--- src/rtl/packet_arbiter.sv ---
// rtl/packet_arbiter.sv - round-robin packet arbiter, locks a requester until tail or watchdog release
//
// Ports:
//   clk, reset         clock and synchronous active-high reset
//   reqs_in[N]         per-requester flit request (level)
//   tails_in[N]        per-requester last-flit flag, qualified by reqs_in
//   datas_in[N*DATA_W] flattened flit data, requester i at [i*DATA_W +: DATA_W]
//   acks_in[N]         per-requester acknowledge back to the requesters
//   req_out            forwarded request to the consumer
//   ack_out            consumer acknowledge
//   data_out           data of the locked requester (zero when idle)
//   selected           index of the granted requester
//   timeout_pulse      one-cycle pulse after a watchdog release
module packet_arbiter #(
    parameter int N       = 5,
    parameter int SEL_W   = 3,
    parameter int DATA_W  = 8,
    parameter int TIMEOUT = 16
) (
    input  logic                clk,
    input  logic                reset,
    input  logic [N-1:0]        reqs_in,
    input  logic [N-1:0]        tails_in,
    input  logic [N*DATA_W-1:0] datas_in,
    output logic [N-1:0]        acks_in,
    output logic                req_out,
    input  logic                ack_out,
    output logic [DATA_W-1:0]   data_out,
    output logic [SEL_W-1:0]    selected,
    output logic                timeout_pulse
);

    // A zero TIMEOUT still needs a legal one-bit counter.
    localparam int CNT_W = (TIMEOUT > 0) ? $clog2(TIMEOUT + 1) : 1;
    localparam logic [SEL_W:0]   N_EXT    = (SEL_W + 1)'(N);
    localparam logic [SEL_W-1:0] LAST_IDX = SEL_W'(N - 1);
    localparam logic [CNT_W-1:0] STALL_MAX = CNT_W'(TIMEOUT - 1);

    typedef enum logic {
        ST_IDLE   = 1'b0,
        ST_LOCKED = 1'b1
    } state_t;

    state_t             r_state;
    state_t             w_state_nxt;
    logic [SEL_W-1:0]   r_ptr;
    logic [SEL_W-1:0]   w_ptr_nxt;
    logic [SEL_W-1:0]   r_sel;
    logic [SEL_W-1:0]   w_sel_nxt;
    logic [CNT_W-1:0]   r_stall;
    logic [CNT_W-1:0]   w_stall_nxt;
    logic               r_timeout_pulse;
    logic               w_timeout_nxt;

    logic [2*N-1:0]     w_req_dbl;
    logic [N-1:0]       w_rot;
    logic [SEL_W:0]     w_offset;
    logic [SEL_W:0]     w_sum;
    logic [SEL_W-1:0]   w_winner;
    logic               w_any_req;

    logic               w_sel_req;
    logic               w_sel_tail;
    logic [DATA_W-1:0]  w_sel_data;
    logic [SEL_W-1:0]   w_sel_inc;
    logic               w_locked;
    logic               w_xfer;
    logic               w_stall_hit;

    // Cyclic search: rotate the requests so bit k is requester (ptr+k) mod N,
    // take the lowest set bit, then map the offset back to an index.
    always_comb begin
        w_req_dbl = {reqs_in, reqs_in};
        w_rot     = N'(w_req_dbl >> r_ptr);
        w_any_req = |reqs_in;
        w_offset  = '0;
        for (int k = N - 1; k >= 0; k--) begin
            if (w_rot[k]) begin
                w_offset = (SEL_W + 1)'(k);
            end
        end
        w_sum = {1'b0, r_ptr} + w_offset;
        if (w_sum >= N_EXT) begin
            w_sum = w_sum - N_EXT;
        end
        w_winner = w_sum[SEL_W-1:0];
    end

    // Select the locked requester's signals with constant-index compares.
    always_comb begin
        w_sel_req  = 1'b0;
        w_sel_tail = 1'b0;
        w_sel_data = '0;
        for (int i = 0; i < N; i++) begin
            if (r_sel == SEL_W'(i)) begin
                w_sel_req  = reqs_in[i];
                w_sel_tail = tails_in[i];
                w_sel_data = datas_in[i*DATA_W +: DATA_W];
            end
        end
    end

    assign w_sel_inc   = (r_sel == LAST_IDX) ? '0 : r_sel + 1'b1;
    assign w_locked    = (r_state == ST_LOCKED) && !reset;
    assign w_xfer      = (r_state == ST_LOCKED) && w_sel_req && ack_out;
    assign w_stall_hit = (TIMEOUT > 0) && (r_stall == STALL_MAX);

    always_comb begin
        w_state_nxt   = r_state;
        w_ptr_nxt     = r_ptr;
        w_sel_nxt     = r_sel;
        w_stall_nxt   = r_stall;
        w_timeout_nxt = 1'b0;
        case (r_state)
            ST_IDLE: begin
                if (w_any_req) begin
                    w_sel_nxt   = w_winner;
                    w_state_nxt = ST_LOCKED;
                    w_stall_nxt = '0;
                end
            end
            ST_LOCKED: begin
                // A transfer beats the watchdog when both land in the same cycle.
                if (w_xfer) begin
                    w_stall_nxt = '0;
                    if (w_sel_tail) begin
                        w_state_nxt = ST_IDLE;
                        w_ptr_nxt   = w_sel_inc;
                    end
                end else if (w_stall_hit) begin
                    w_state_nxt   = ST_IDLE;
                    w_ptr_nxt     = w_sel_inc;
                    w_stall_nxt   = '0;
                    w_timeout_nxt = 1'b1;
                end else begin
                    w_stall_nxt = r_stall + 1'b1;
                end
            end
            default: begin
                w_state_nxt = ST_IDLE;
            end
        endcase
    end

    always_ff @(posedge clk) begin
        if (reset) begin
            r_state         <= ST_IDLE;
            r_ptr           <= '0;
            r_sel           <= '0;
            r_stall         <= '0;
            r_timeout_pulse <= 1'b0;
        end else begin
            r_state         <= w_state_nxt;
            r_ptr           <= w_ptr_nxt;
            r_sel           <= w_sel_nxt;
            r_stall         <= w_stall_nxt;
            r_timeout_pulse <= w_timeout_nxt;
        end
    end

    // Outputs are gated by reset directly so they are quiet even before the
    // first reset edge has cleared the state.
    always_comb begin
        acks_in = '0;
        for (int i = 0; i < N; i++) begin
            acks_in[i] = w_locked && (r_sel == SEL_W'(i)) && ack_out && reqs_in[i];
        end
    end

    assign req_out       = w_locked && w_sel_req;
    assign data_out      = w_locked ? w_sel_data : '0;
    assign selected      = r_sel;
    assign timeout_pulse = r_timeout_pulse;

endmodule

--- config.mk ---
export PLATFORM = sky130hd
export DESIGN_NAME = packet_arbiter
export DESIGN_NICKNAME = d
export VERILOG_FILES = /design/src/rtl/packet_arbiter.sv
export SDC_FILE = /design/constraint.sdc
export NUM_CORES = 1
export LEC_CHECK = 0
export ABC_AREA = 1
export CAP_MARGIN = 10
export CORE_UTILIZATION = 35
export CTS_BUF_LIST = sky130_fd_sc_hd__clkbuf_2
export DETAILED_ROUTE_END_ITERATION = 10
export PLACE_DENSITY = 0.69
export SYNTH_ARGS = -nofsm -noshare
export SYNTH_HDL_FRONTEND = slang
export SYNTH_SLANG_ARGS = --single-unit
export TNS_END_PERCENT = 5
--- constraint.sdc ---
create_clock -name clk -period 3.68 [get_ports clk]
set_clock_uncertainty 0.1 [all_clocks]
set_input_delay 0.552 -clock clk [delete_from_list [all_inputs] [get_ports clk]]
set_output_delay 0.552 -clock clk [all_outputs]
set_load 0.005 [all_outputs]
After elaboration in Yosys (flattened, before gate mapping) --
Index checks and enable logic that the tools add are counted. Widths: inputs -> output; s select.
Operators by class: $add $sub $neg 4, order comparisons 1, equal/unequal tests 7, shifts and indexed selects 1, multiplexer cells 36, bitwise operators 1, reduce and logical (&&, ||, !) cells 26
Operators with widths (number):
- $mux 8 | 6
- $mux 3 | 9
- $logic_and 1x1->1 | 19
- $mux 1 | 15
- $mux 5 | 3
- $pmux 5 s2 | 1
- $shr 10x3->5 | 1
- $eq 3x2->1 const B | 2
- $add 5x1->5 const B | 1
- $eq 5x4->1 const B | 1
- $reduce_or 5->1 | 1
- $add 3x4->4 | 1
- $ge 4x3->1 const B | 1
- $mux 4 | 1
- $ne 2x2->1 const B | 2
- $add 3x1->3 const B | 1
- $eq 3x1->1 const B | 1
- $eq 3x3->1 const B | 1
- $logic_not 3->1 | 1
- $reduce_and 3->1 | 1
- $reduce_or 3->1 | 1
- $sub 3x3->3 const B | 1
- $pmux 1 s2 | 1
- $reduce_and 2->1 | 1
- 3 further kinds | 3
Storage, ports and cells: flip-flop bits (word level) 13, output and inout port bits 18, logic and storage cells 81

Longest topological paths before layout --
word-level depth 10, depth in mapped cells 22

Least setup slack after synthesis --
No wires, ideal clock.
path kind input to register, start point in reqs_in[4], end point reg r_sel[1], in the netlist selected[1], library setup time 0.116 ns, arrival time 2.898 ns, data required time 3.464 ns, path slack 0.566 ns, stages on the path 19, cells stage by stage inv_1 -> a21oi_1 -> o21ai_0 -> o21ai_0 -> inv_1 -> nand2_1 -> a21boi_0 -> ha_1 -> fa_1 -> inv_1 -> ha_1 -> inv_1 -> nor2_1 -> o21ai_0 -> inv_1 -> nand2_1 -> o211ai_1 -> o211ai_1 -> inv_1
On the way: longest elaborated chain between the ends 9, elaborated cells between the ends (all ways) 12, classes of those cells 2 x add/sub; 1 x order compare; 1 x shift; 6 x mux; 2 x reduce/logical
RTL lines:
- from (decl) | RTL line 22 | input logic [N-1:0] reqs_in,
- $shr 10x3->5 | RTL line 74 | w_rot = N'(w_req_dbl >> r_ptr);
- $mux 3 (4 in a row) | RTL line 78 | if (w_rot[k]) begin
- $mux 4 | RTL line 78
- $add 3x4->4 | RTL line 82 | w_sum = {1'b0, r_ptr} + w_offset;
- $ge 4x3->1 | RTL line 83 | if (w_sum >= N_EXT) begin
- $mux 3 | RTL line 83
- to (signal assigned) | RTL line 155 | r_sel <= w_sel_nxt;
- to (decl) | RTL line 48 | logic [SEL_W-1:0] r_sel;
Parallel ways exist; a longest one is shown, timed or not. A chain may end at the register's enable or synchronous reset.

Worst setup path in the final report --
start point in reqs_in[1], end point reg r_sel[1], in the netlist selected[1]
Same word-level chain as after synthesis.

==> results.sh <==
export IMPL_fin_nets=407
export IMPL_root_buffer="clkbuf_2"
export IMPL_wl_per_cell_um=11.8
export IMPL_grt_max_degree=22
export IMPL_htreeDepth=1
export IMPL_drtIter0Drc=79
export IMPL_crit_arrival_ns=3.49
export IMPL_cts_num_sinks=13
export IMPL_vias=1882
export IMPL_detailed_place_hpwl_um=3730
export IMPL_cp_max_fo=3
export IMPL_clk_path_buf_depth=2
export IMPL_core_um2=4140
export IMPL_row_count=23
export IMPL_clkLatencyLatePin_ns=0.27
export IMPL_synth_cells=264
export IMPL_final_max_slew_viol_count=0
export IMPL_hold_violations=0
export IMPL_diodes=0
export IMPL_antenna_left=0
export IMPL_status="finished, final reports clean"
export IMPL_ys_warn_count=0
export IMPL_die_w_um=68.7
export IMPL_grt_overflow=0
export IMPL_initial_core_util_pct=37.6
export IMPL_viasPerCell=4.81
export IMPL_area_growth_pct=53.8
export IMPL_min_period_over_period_pct=91.2
export IMPL_gp_congestion=0.777
export IMPL_rsz0062_at_grt="no"
export IMPL_place_port_buffers=70
export IMPL_drt_wl_total_um=4600
export IMPL_yosysSeqAreaShare_pct=16.7
export IMPL_p_leak_nw=1.06
export IMPL_antenna_found_initial=0
export IMPL_pwr_density_cell_nw_per_um2=242
export IMPL_grt_pass1_vias=1695
export IMPL_critPathCaptureType="register"
export IMPL_grt_use_total_pct=20.9
export IMPL_dieHeight_um=68.7
export IMPL_relSlewSlack_pct=61.8
export IMPL_hold_class="reg -> reg"
export IMPL_grt_pass1_wl_um=7520
export IMPL_cts_made_buffers=3
export IMPL_tritoncts="yes"
export IMPL_fmax_mhz=298
export IMPL_synth_flop_cell="dfxtp_1"
export IMPL_drc=0
export IMPL_synth_top_cells_by_area="dfxtp_1, nand2_1, o21ai_0"
export IMPL_clkSlewWorstSetupHoldPaths_ns=0.14
export IMPL_synth_edff_count=0
export IMPL_drv_cap=0
export IMPL_final_min_clock_period_ns=3.36
export IMPL_ys_async_sr_fraction_pct=0
export IMPL_worstMarginPinSlew_ns=0.571
export IMPL_setup_viol_count_final=0
export IMPL_synth_seq_cells=13
export IMPL_ys_types=32
export IMPL_synthDominantCellAreaShare_pct=16.7
export IMPL_path_class="in -> reg"
export IMPL_utilization_pct=57.9
export IMPL_place_area_um2=2360
export IMPL_worstPathRequired_ns=3.81
export IMPL_avgSynthCellArea_um2=5.91
export IMPL_worstSetupStartpointType="input pin"
export IMPL_syn_nets=329
export IMPL_ioPinCount=71
export IMPL_post_cts_buffers=0
export IMPL_peakVddDrop_mv=0.187
export IMPL_yosysTopAreaCell="dfxtp_1"
export IMPL_drive_gt1_share_pct=10.3
export IMPL_syn_area_um2=1560
export IMPL_fin_area_um2=2400
export IMPL_first_pass_iters=5
export IMPL_total_power_mw=0.581
export IMPL_dieArea_um2=4730
[path summary, 6_finish.rpt]
kind,from,to,slack [ns],depth (start not counted)
worst min register to register,r_stall[4],r_stall[4],0.36,2
worst max register to register,r_ptr[0],selected[1],0.49,20
worst min-delay path,r_stall[4],r_stall[4],0.36,2
worst max-delay path,reqs_in[1],selected[1],0.32,21
[through the flow]
| step | setup slack, ns | hold WS, ns | TNS (ns) | cells |
|---|---|---|---|---|
| final | 0.322 | 0.363 | 0 | 391 |
| after global routing | 0.0178 | 0.392 | 0 | 391 |
| after CTS | 0.134 | 0.359 | 0 | 391 |
| after detailed placement | -0.156 | 0.337 | -0.318 | 387 |
| after global placement | -0.0740 | 0.334 | -0.137 | 387 |
| after floorplan | 0.566 | 0.325 | 0 | 264 |
[sequential cells by signal, indices dropped and copies added, names as in the netlist]
register and cells:
r_ptr 3, selected 3, timeout_pulse 1, r_stall 5, r_state 1
[power by group]
part	internal (mW)	total [mW]	switching, mW	leakage [nW]
logic	0.165	0.340	0.175	0.934
registers	0.149	0.163	0.0144	0.106
clock network	0.0288	0.0780	0.0492	0.0166
[worst max-delay path: stages]
cell and delay [ns]:
clkdlybuf4s50_1 0.51, inv_1 0.07, nand2_1 0.05, o21ai_0 0.10
o21ai_0 0.17, nor2_1 0.07, a31oi_2 0.20, nand2_1 0.07
a21boi_1 0.15, ha_2 0.21, fa_1 0.44, inv_1 0.10
ha_1 0.14, inv_1 0.05, nor2_1 0.11, o21ai_2 0.08
inv_1 0.10, nand2_1 0.06, o211ai_1 0.08, o211ai_1 0.11
inv_1 0.06
[synthesized netlist by cell type, drive strengths merged, types with 2 or more instances]
| library cell | n |
|---|---|
| o211ai | 4 |
| dfxtp | 13 |
| xnor2 | 2 |
| nand3 | 27 |
| ha | 11 |
| buf | 4 |
| nor3 | 3 |
| nor2 | 24 |
| nand4 | 4 |
| o21ai | 38 |
| inv | 32 |
| nand2 | 71 |
| a31oi | 4 |
| or2 | 2 |
| a21oi | 15 |
| clkbuf | 3 |
[logic make-up (layout without fill, tap and decap cells)]
family / count (synthesis) / count (layout) / synth area share, %
AOI/OAI and AO/OA: 64 / 64 / 22.7
xor gates and xnor gates: 3 / 3 / 1.69
adders and majority gates: 12 / 12 / 10.1
buffers and inverters: 40 / 117 / 10.4
DFF: 13 / 13 / 16.7
and+or+nand+nor: 132 / 132 / 38.4
[timing repair]
item / 4_1_cts / 5_1_grt
endpoints found under the setup margin: 0 / 3
hold buffers: 0 / 0
gates resized for setup: 0 / 9
[placed cells by master, fill, tap and decap left out, drive strengths merged, types with 3 or more instances in the layout]
master / count
inv: 32
ha: 11
nand4: 4
nor3: 3
clkbuf: 4
clkdlybuf4s50: 70
o21ai: 38
dfxtp: 13
nor2: 24
a31oi: 4
nand2: 71
a21oi: 15
buf: 10
o211ai: 4
nand3: 27
[area by class of cell]
cell class | instances | area [um2]
clock buffer | 4 | 20.0
fill | 409 | 1750
inverter | 33 | 126
multi-input combinational | 211 | 1150
sequential | 13 | 260
tap | 50 | 62.6
timing repair buffer | 80 | 776
[routing by layer]
layer	track usage [%]	wire length, um	vias to the layer above
met5	0	0	-
li1	-	-	1031
met2	34.1	1970	36
met1	29.1	2420	809
met4	5.36	56	0
met3	2.47	159	6
Power figures use the tool's default switching activity.
